[config.mk]
export PLATFORM = sky130hd
export DESIGN_NAME = vfpu_tcdm_arbiter_flat
export DESIGN_NICKNAME = d
export VERILOG_FILES = /design/src/rtl/vfpu_package.sv /design/src/rtl/vfpu_tcdm_arbiter_if.sv /design/src/rtl/vfpu_tcdm_arb_tag_fifo.sv /design/src/rtl/vfpu_tcdm_arbiter.sv /design/src/flat_wrapper.sv
export SDC_FILE = /design/constraint.sdc
export NUM_CORES = 1
export LEC_CHECK = 0
export ABC_CLOCK_PERIOD_IN_PS = 2850
export CORE_AREA = 2 2 166 168
export CTS_CLUSTER_SIZE = 30
export DETAILED_ROUTE_END_ITERATION = 7
export DIE_AREA = 0 0 168 170
export REMOVE_ABC_BUFFERS = 1
export SLEW_MARGIN = 25
export SYNTH_ARGS = -nofsm -noshare
export SYNTH_HDL_FRONTEND = slang
export SYNTH_SLANG_ARGS = --single-unit
[constraint.sdc]
create_clock -name clk -period 2.85 [get_ports clk]
set_clock_uncertainty 0.2 [all_clocks]
set_input_delay 0.57 -clock clk [delete_from_list [all_inputs] [get_ports clk]]
set_output_delay 0.57 -clock clk [all_outputs]
set_load 0.05 [all_outputs]
[src/rtl/vfpu_package.sv]
// ---------------------------------------------------------------------------
// vfpu_package
// Types and constants shared by the VFPU TCDM arbiter slice.
//   NB_TCDM_PORTS   : number of TCDM masters exposed by the accelerator wrapper
//                     (two operand streams plus one result stream).
//   tcdm_port_idx_t : index of one of those masters; stored as a tag for every
//                     outstanding memory transaction.
// ---------------------------------------------------------------------------
package vfpu_package;

  localparam int NB_TCDM_PORTS = 3;

  typedef logic [$clog2(NB_TCDM_PORTS)-1:0] tcdm_port_idx_t;

endpackage

[src/rtl/vfpu_tcdm_arbiter_if.sv]
// ---------------------------------------------------------------------------
// vfpu_tcdm_arbiter_if
// Bundle of every handshake/bus signal around the TCDM arbiter.
//   in_*  : N_PORTS upstream TCDM masters (request, payload, grant, response)
//   out_* : the single downstream TCDM slave port
// Modports:
//   slave  : the arbiter's view (consumes upstream requests, drives memory)
//   master : the environment's view (requesters plus memory model)
// ---------------------------------------------------------------------------
interface vfpu_tcdm_arbiter_if #(
  parameter int N_PORTS    = 3,
  parameter int DATA_WIDTH = 32
);

  localparam int BE_WIDTH = DATA_WIDTH / 8;

  // Upstream side
  logic [N_PORTS-1:0]                 in_req;
  logic [N_PORTS-1:0]                 in_gnt;
  logic [N_PORTS-1:0][31:0]           in_add;
  logic [N_PORTS-1:0]                 in_wen;
  logic [N_PORTS-1:0][BE_WIDTH-1:0]   in_be;
  logic [N_PORTS-1:0][DATA_WIDTH-1:0] in_data;
  logic [N_PORTS-1:0][DATA_WIDTH-1:0] in_r_data;
  logic [N_PORTS-1:0]                 in_r_valid;

  // Memory side
  logic                  out_req;
  logic [31:0]           out_add;
  logic                  out_wen;
  logic [BE_WIDTH-1:0]   out_be;
  logic [DATA_WIDTH-1:0] out_data;
  logic                  out_gnt;
  logic [DATA_WIDTH-1:0] out_r_data;
  logic                  out_r_valid;

  modport slave (
    input  in_req, in_add, in_wen, in_be, in_data,
    input  out_gnt, out_r_data, out_r_valid,
    output in_gnt, in_r_data, in_r_valid,
    output out_req, out_add, out_wen, out_be, out_data
  );

  modport master (
    output in_req, in_add, in_wen, in_be, in_data,
    output out_gnt, out_r_data, out_r_valid,
    input  in_gnt, in_r_data, in_r_valid,
    input  out_req, out_add, out_wen, out_be, out_data
  );

endinterface

[src/rtl/vfpu_tcdm_arb_tag_fifo.sv]
// ---------------------------------------------------------------------------
// vfpu_tcdm_arb_tag_fifo
// Synchronous FIFO of port-index tags, one entry per outstanding transaction.
// Ports:
//   clk, rst_n : clock, synchronous active-low reset (empties the FIFO)
//   i_push     : write i_data (ignored while full)
//   i_pop      : drop the head entry (ignored while empty)
//   i_data     : tag to store
//   o_head     : registered head entry, valid while !o_empty
//   o_full     : occupancy == DEPTH
//   o_empty    : occupancy == 0
//   o_count    : current occupancy
// ---------------------------------------------------------------------------
module vfpu_tcdm_arb_tag_fifo
  import vfpu_package::*;
#(
  parameter int DEPTH = 4
) (
  input  logic                       clk,
  input  logic                       rst_n,
  input  logic                       i_push,
  input  logic                       i_pop,
  input  tcdm_port_idx_t             i_data,
  output tcdm_port_idx_t             o_head,
  output logic                       o_full,
  output logic                       o_empty,
  output logic [$clog2(DEPTH+1)-1:0] o_count
);

  localparam int PW = $clog2(DEPTH);
  localparam int CW = $clog2(DEPTH + 1);

  tcdm_port_idx_t r_mem [DEPTH];
  logic [PW-1:0]  r_wr_ptr;
  logic [PW-1:0]  r_rd_ptr;
  logic [CW-1:0]  r_count;
  logic           w_push;
  logic           w_pop;

  // Pointers wrap explicitly so non-power-of-two depths work.
  function automatic logic [PW-1:0] ptr_inc(input logic [PW-1:0] ptr);
    return (32'(ptr) == DEPTH - 1) ? '0 : ptr + 1'b1;
  endfunction

  assign o_full  = (32'(r_count) == DEPTH);
  assign o_empty = (r_count == '0);
  assign o_count = r_count;
  assign o_head  = r_mem[r_rd_ptr];
  assign w_push  = i_push & ~o_full;
  assign w_pop   = i_pop & ~o_empty;

  // NOTE: sequential state uses non-blocking assignments so every flop
  // samples the pre-edge values of its neighbours.
  always_ff @(posedge clk) begin
    if (!rst_n) begin
      r_wr_ptr <= '0;
      r_rd_ptr <= '0;
      r_count  <= '0;
    end else begin
      if (w_push) r_wr_ptr <= ptr_inc(r_wr_ptr);
      if (w_pop)  r_rd_ptr <= ptr_inc(r_rd_ptr);
      case ({w_push, w_pop})
        2'b10:   r_count <= r_count + 1'b1;
        2'b01:   r_count <= r_count - 1'b1;
        default: r_count <= r_count;
      endcase
    end
  end

  // NOTE: the storage array has no reset; an entry is only read after it has
  // been written, and leaving it unreset keeps it a plain register file.
  always_ff @(posedge clk) begin
    if (w_push) r_mem[r_wr_ptr] <= i_data;
  end

endmodule

[src/rtl/vfpu_tcdm_arbiter.sv]
// ---------------------------------------------------------------------------
// vfpu_tcdm_arbiter
// Round-robin arbiter multiplexing N_PORTS TCDM masters onto one TCDM slave.
// Granted requests push their port index into a tag FIFO; in-order memory
// responses pop it to steer in_r_valid back to the originator. Request and
// response paths are purely combinational (zero added latency).
// Ports:
//   clk, rst_n  : clock, synchronous active-low reset
//   bus         : vfpu_tcdm_arbiter_if.slave, all in_* and out_* signals
//   outstanding : current tag FIFO occupancy
//   err         : sticky, set by a response arriving with no outstanding tag
// ---------------------------------------------------------------------------
module vfpu_tcdm_arbiter
  import vfpu_package::*;
#(
  parameter int N_PORTS    = 3,
  parameter int FIFO_DEPTH = 4,
  parameter int DATA_WIDTH = 32
) (
  input  logic                            clk,
  input  logic                            rst_n,
  vfpu_tcdm_arbiter_if.slave              bus,
  output logic [$clog2(FIFO_DEPTH+1)-1:0] outstanding,
  output logic                            err
);

  tcdm_port_idx_t r_prio;
  logic           r_err;
  tcdm_port_idx_t w_winner;
  tcdm_port_idx_t w_cand;
  tcdm_port_idx_t w_head;
  logic           w_full;
  logic           w_empty;
  logic           w_out_req;
  logic           w_hs;
  logic           w_pop;

  // Scan from r_prio upward with wrap. Iterating downward means the last hit
  // written is the first requester at or after r_prio. With no request the
  // winner stays port 0, so the payload is never X.
  // NOTE: every always_comb output gets a default before any conditional
  // assignment, otherwise a latch is inferred.
  always_comb begin
    w_winner = '0;
    w_cand   = '0;
    for (int i = N_PORTS - 1; i >= 0; i--) begin
      w_cand = tcdm_port_idx_t'((32'(r_prio) + 32'(i)) % N_PORTS);
      if (bus.in_req[w_cand]) w_winner = w_cand;
    end
  end

  // No bypass: a pop in this cycle does not free a slot for this cycle's push.
  assign w_out_req    = rst_n & ~w_full & (|bus.in_req);
  assign w_hs         = w_out_req & bus.out_gnt;
  assign w_pop        = rst_n & bus.out_r_valid & ~w_empty;

  assign bus.out_req  = w_out_req;
  assign bus.out_add  = bus.in_add[w_winner];
  assign bus.out_wen  = bus.in_wen[w_winner];
  assign bus.out_be   = bus.in_be[w_winner];
  assign bus.out_data = bus.in_data[w_winner];

  assign bus.in_r_data = {N_PORTS{bus.out_r_data}};

  always_comb begin
    bus.in_gnt = '0;
    if (w_hs) bus.in_gnt[w_winner] = 1'b1;
  end

  always_comb begin
    bus.in_r_valid = '0;
    if (w_pop) bus.in_r_valid[w_head] = 1'b1;
  end

  // Priority only moves on an accepted handshake, so a port stalled by the
  // memory keeps winning while it holds its request.
  always_ff @(posedge clk) begin
    if (!rst_n) begin
      r_prio <= '0;
      r_err  <= 1'b0;
    end else begin
      if (w_hs) r_prio <= (32'(w_winner) == N_PORTS - 1) ? '0 : w_winner + 1'b1;
      if (bus.out_r_valid && w_empty) r_err <= 1'b1;
    end
  end

  assign err = r_err;

  vfpu_tcdm_arb_tag_fifo #(
    .DEPTH (FIFO_DEPTH)
  ) u_tag_fifo (
    .clk     (clk),
    .rst_n   (rst_n),
    .i_push  (w_hs),
    .i_pop   (w_pop),
    .i_data  (w_winner),
    .o_head  (w_head),
    .o_full  (w_full),
    .o_empty (w_empty),
    .o_count (outstanding)
  );

endmodule

[src/flat_wrapper.sv]
// flat-port wrapper written by rule: the top's interface ports become plain ports
module vfpu_tcdm_arbiter_flat import vfpu_package::*;
#(
  parameter int N_PORTS    = 3,
  parameter int FIFO_DEPTH = 4,
  parameter int DATA_WIDTH = 32
)
  (clk, rst_n, outstanding, err, bus_in_req, bus_in_add, bus_in_wen, bus_in_be, bus_in_data, bus_out_gnt, bus_out_r_data, bus_out_r_valid, bus_in_gnt, bus_in_r_data, bus_in_r_valid, bus_out_req, bus_out_add, bus_out_wen, bus_out_be, bus_out_data);
  vfpu_tcdm_arbiter_if #(.N_PORTS(N_PORTS), .DATA_WIDTH(DATA_WIDTH)) bus_i ();
  input  logic clk;
  input  logic rst_n;
  output logic [$clog2(FIFO_DEPTH+1)-1:0] outstanding;
  output logic err;
  input wire logic [$bits(bus_i.in_req)-1:0] bus_in_req;
  input wire logic [$bits(bus_i.in_add)-1:0] bus_in_add;
  input wire logic [$bits(bus_i.in_wen)-1:0] bus_in_wen;
  input wire logic [$bits(bus_i.in_be)-1:0] bus_in_be;
  input wire logic [$bits(bus_i.in_data)-1:0] bus_in_data;
  input wire logic [$bits(bus_i.out_gnt)-1:0] bus_out_gnt;
  input wire logic [$bits(bus_i.out_r_data)-1:0] bus_out_r_data;
  input wire logic [$bits(bus_i.out_r_valid)-1:0] bus_out_r_valid;
  output wire logic [$bits(bus_i.in_gnt)-1:0] bus_in_gnt;
  output wire logic [$bits(bus_i.in_r_data)-1:0] bus_in_r_data;
  output wire logic [$bits(bus_i.in_r_valid)-1:0] bus_in_r_valid;
  output wire logic [$bits(bus_i.out_req)-1:0] bus_out_req;
  output wire logic [$bits(bus_i.out_add)-1:0] bus_out_add;
  output wire logic [$bits(bus_i.out_wen)-1:0] bus_out_wen;
  output wire logic [$bits(bus_i.out_be)-1:0] bus_out_be;
  output wire logic [$bits(bus_i.out_data)-1:0] bus_out_data;
  assign bus_i.in_req = bus_in_req;
  assign bus_i.in_add = bus_in_add;
  assign bus_i.in_wen = bus_in_wen;
  assign bus_i.in_be = bus_in_be;
  assign bus_i.in_data = bus_in_data;
  assign bus_i.out_gnt = bus_out_gnt;
  assign bus_i.out_r_data = bus_out_r_data;
  assign bus_i.out_r_valid = bus_out_r_valid;
  assign bus_in_gnt = bus_i.in_gnt;
  assign bus_in_r_data = bus_i.in_r_data;
  assign bus_in_r_valid = bus_i.in_r_valid;
  assign bus_out_req = bus_i.out_req;
  assign bus_out_add = bus_i.out_add;
  assign bus_out_wen = bus_i.out_wen;
  assign bus_out_be = bus_i.out_be;
  assign bus_out_data = bus_i.out_data;
  vfpu_tcdm_arbiter #(.N_PORTS(N_PORTS), .FIFO_DEPTH(FIFO_DEPTH), .DATA_WIDTH(DATA_WIDTH)) u_core (.clk(clk), .rst_n(rst_n), .bus(bus_i), .outstanding(outstanding), .err(err));
endmodule
==> metrics.md <==
| Metric | Value |
|---|---|
| Clock insertion delay at the later pin of the skew report | `0.25 ns` |
| Post-placement cell count | `roughly 920` |
| Clock tree from TritonCTS | `done` |
| Hold-fix buffer count after cts | `0` |
| Number of I/O port buffers | `293` |
| Vias per cell | `approximately 4.2` |
| GRT met3 Usage | `7.721%` |
| Number of different library cells in the post-synthesis netlist | `36` |
| GRT Max-Usage Layer | `met2` |
| Clock root buffer | `clkbuf_16` |
| Grt total ovfl | `0` |
| Drt initial violations | `roughly 160` |
| Overall Global Routing Usage | `14.20%` |
| Placement-stage worst setup slack | `-0.5505 ns` |
| Kind of start point of the critical path | `register` |
| Hpwl dp | `18,190 µm` |
| Residual DRC count | `0` |
| Number of nets in the final layout | `855` |
| Clock input transition at the sequential cells of the worst setup and hold paths | `0.06 ns` |
| Data arrival at the endpoint of the critical path | `2.33 ns` |
| Pin slew with the least headroom to its limit | `0.6261 ns` |
| Via count of the first global-routing pass | `between 4k and 5k` |
| Effective utilization at floorplan | `11.92%` |
| Initial antenna violation count | `0` |
| Cell row count | `60` |
| Routed wire length per instance | `roughly 24 µm` |
| Number of standard cells after synthesis | `358` |
| Unrepaired setup endpoints after global routing | `yes` |
| Power per cell area | `about 460 nW/µm²` |
| Failing checks | `setup timing` |
| Slew margin rel. | `between 50% and 60%` |
| Placer's final routability congestion estimate | `0.7487` |
| Area of the placeable core | `26,650 µm²` |
| Final WS setup | `-0.2520 ns` |
| Total wirelength of the detailed-routed design | `between 20,000 and 25,000 µm` |
| Worst min path class | `reg2reg` |
| Worst voltage drop across the vdd grid | `0.0002052 V` |
| Share of the cycle needed by the critical path after routing | `108.8%` |
| Number of buffers inserted during clock tree synthesis | `3` |
| Final Critical Period | `3.102 ns` |
| Final count of hold timing violations | `0` |
| Number of max-cap violations | `0` |
| Die Height | `170 µm` |
| Fin cells | `940` |
| Highest clock rate | `322.4 MHz` |
| Synthesis Warnings | `0` |
| Classification of the worst setup path | `reg2out` |
| Maximum buffer depth of the clock tree | `2` |
| Max-slew violation count | `0` |
| H-tree depth | `1` |
| Number of diodes | `0` |
| Mapped Area | `about 3200 µm²` |
| DRT Pass-1 Iters | `4` |
| Required time worst endpoint | `between 2 and 2.5 ns` |
| Per-instance average area after synthesis | `around 8.9 µm²` |
| Leakage power | `roughly 2.9 nW` |
| Number of clock sinks seen by CTS | `20` |
| Top library cells by usage in the layout, fill and taps aside | `214 x clkdlybuf4s50_1, 86 x buf_12, 69 x a21boi_0, 69 x a221o_1, 41 x buf_4` |
| Layout cells sized above 1 | `28.38%` |
| Total number of vias | `around 4k` |
| Most common cell after layout, fill and taps aside | `clkdlybuf4s50_1` |
| Worst-path fanout max | `5` |
| Final Setup Violations | `about 70` |
| Met2 Usage GRT | `22.94%` |
| Capturing element type of the critical path | `primary output` |
| Run status | `finished, violations left` |
| Die outline area | `28,560 µm²` |
| Wire length of the first global-routing pass | `29,300 µm` |
| Die Span X | `168 µm` |
| Met1 Track Usage GR | `between 10% and 20%` |
| Antenna Violating Nets Remaining | `0` |
| Seq/Total Area, Yosys | `15.13%` |
| Count of state elements after synthesis | `20` |
| Largest net degree at the start of global routing | `31` |
| P&R area growth vs syn | `133.7%` |
| Count of pins on the block boundary | `422` |
power breakdown:
group	switching, mW	internal (mW)
combinational	1.32	1.40
clock	0.103	0.278
sequential	0.0208	0.320
flip-flops by register name, summed over array words and instances, names as in the netlist, named ones only:
| register | count |
|---|---|
| u_core.err | 1 |
| u_core.u_tag_fifo.r_rd_ptr | 2 |
| u_core.r_prio | 2 |
| u_core.u_tag_fifo.r_wr_ptr | 2 |
| u_core.u_tag_fifo.r_mem | 8 |
| u_core.u_tag_fifo.o_count | 3 |
critical path: stages (launching register included):
cell	delay (ns)
dfxtp_4	0.38
inv_4	0.04
ha_4	0.27
a21o_1	0.17
a21boi_4	0.09
buf_6	0.12
and2_4	0.16
buf_12	0.15
buf_16	0.14
a221o_1	0.39
buf_12	0.17
worst paths after layout:
path	cells after the start	slack (ns)	endpoint	startpoint
min	1	0.29	u_core.u_tag_fifo.r_rd_ptr[0]$_SDFFE_PN0P_	u_core.u_tag_fifo.r_rd_ptr[0]$_SDFFE_PN0P_
min reg2reg	1	0.29	u_core.u_tag_fifo.r_rd_ptr[0]$_SDFFE_PN0P_	u_core.u_tag_fifo.r_rd_ptr[0]$_SDFFE_PN0P_
max	10	-0.25	bus_out_data[3]	u_core.r_prio[0]$_SDFFE_PN0P_
max reg2reg	8	0.38	u_core.u_tag_fifo.o_count[2]$_SDFFE_PN0P_	u_core.u_tag_fifo.o_count[0]$_SDFFE_PN0P_
through the flow:
stage | power, mW | instance area [µm²] | hold WS (ns) | setup TNS, ns | util (%)
floorplan | 1.426 | 2263 | 0.2646 | -100.33 | -
global placement | 2.880 | 6877 | 0.2800 | -32.84 | 25.80
detailed placement | 2.887 | 6877 | 0.2930 | -30.33 | 25.80
CTS | 3.399 | 7228 | 0.3043 | -15.54 | 27.12
global route | 3.565 | 7421 | 0.3316 | -20.86 | 27.85
finish | 3.443 | 7421 | 0.2937 | -15.74 | 27.85
cell type report:
class,count,area (µm²)
inverter,6,25.02
clock buffer,3,75.07
timing repair buffer,363,4524
clock inverter,1,30.03
sequential,20,488.0
multi-input combinational,206,1852
tap,341,426.7
fill,2778,19230
cells in the mapped netlist, drive strengths merged:
library cell | number | area (µm²)
nor3 | 4 | 20.02
o32ai | 1 | 8.760
and3 | 6 | 37.54
nor3b | 7 | 57.55
a221o | 69 | 690.7
buf | 112 | 859.6
a211oi | 1 | 20.02
dfxtp | 12 | 240.2
mux2i | 3 | 30.03
mux4 | 2 | 45.04
xnor2 | 2 | 17.52
fa | 1 | 20.02
o21ai | 3 | 15.01
o21a | 1 | 7.510
a21o | 1 | 7.510
o31ai | 1 | 7.510
or3 | 1 | 6.260
clkbuf | 14 | 52.55
and2 | 2 | 12.51
ha | 8 | 100.1
nand3 | 4 | 20.02
nor2 | 2 | 7.510
edfxtp | 8 | 240.2
nand3b | 1 | 7.510
inv | 6 | 22.52
a21oi | 3 | 18.77
nor2b | 5 | 31.28
nand2 | 4 | 15.01
nand2b | 2 | 12.51
a21boi | 72 | 544.3
layer usage:
layer  wire length [µm]  vias up
met5                 68        -
met4                126        2
met3               2571       18
met2              10530      271
met1               9272     1918
li1                   -     1773
logic make-up after synthesis:
kind of cell    after synthesis  share of synthesized area (%)
flops                        20                          15.13
buf+inv                     132                          29.43
xor+xnor                      2                         0.5517
compound gates              152                          41.57
simple gates                 38                          7.171
fa+ha+maj                     9                          3.783
mux                           5                          2.364
repair_timing:
item	4_1_cts	5_1_grt
setup buffers	5	9
resized for setup	37	9
endpoints found under the setup margin	73	73
cloned	3	6
pin swaps	18	44
No activity file was read; power rests on OpenSTA's default activity.
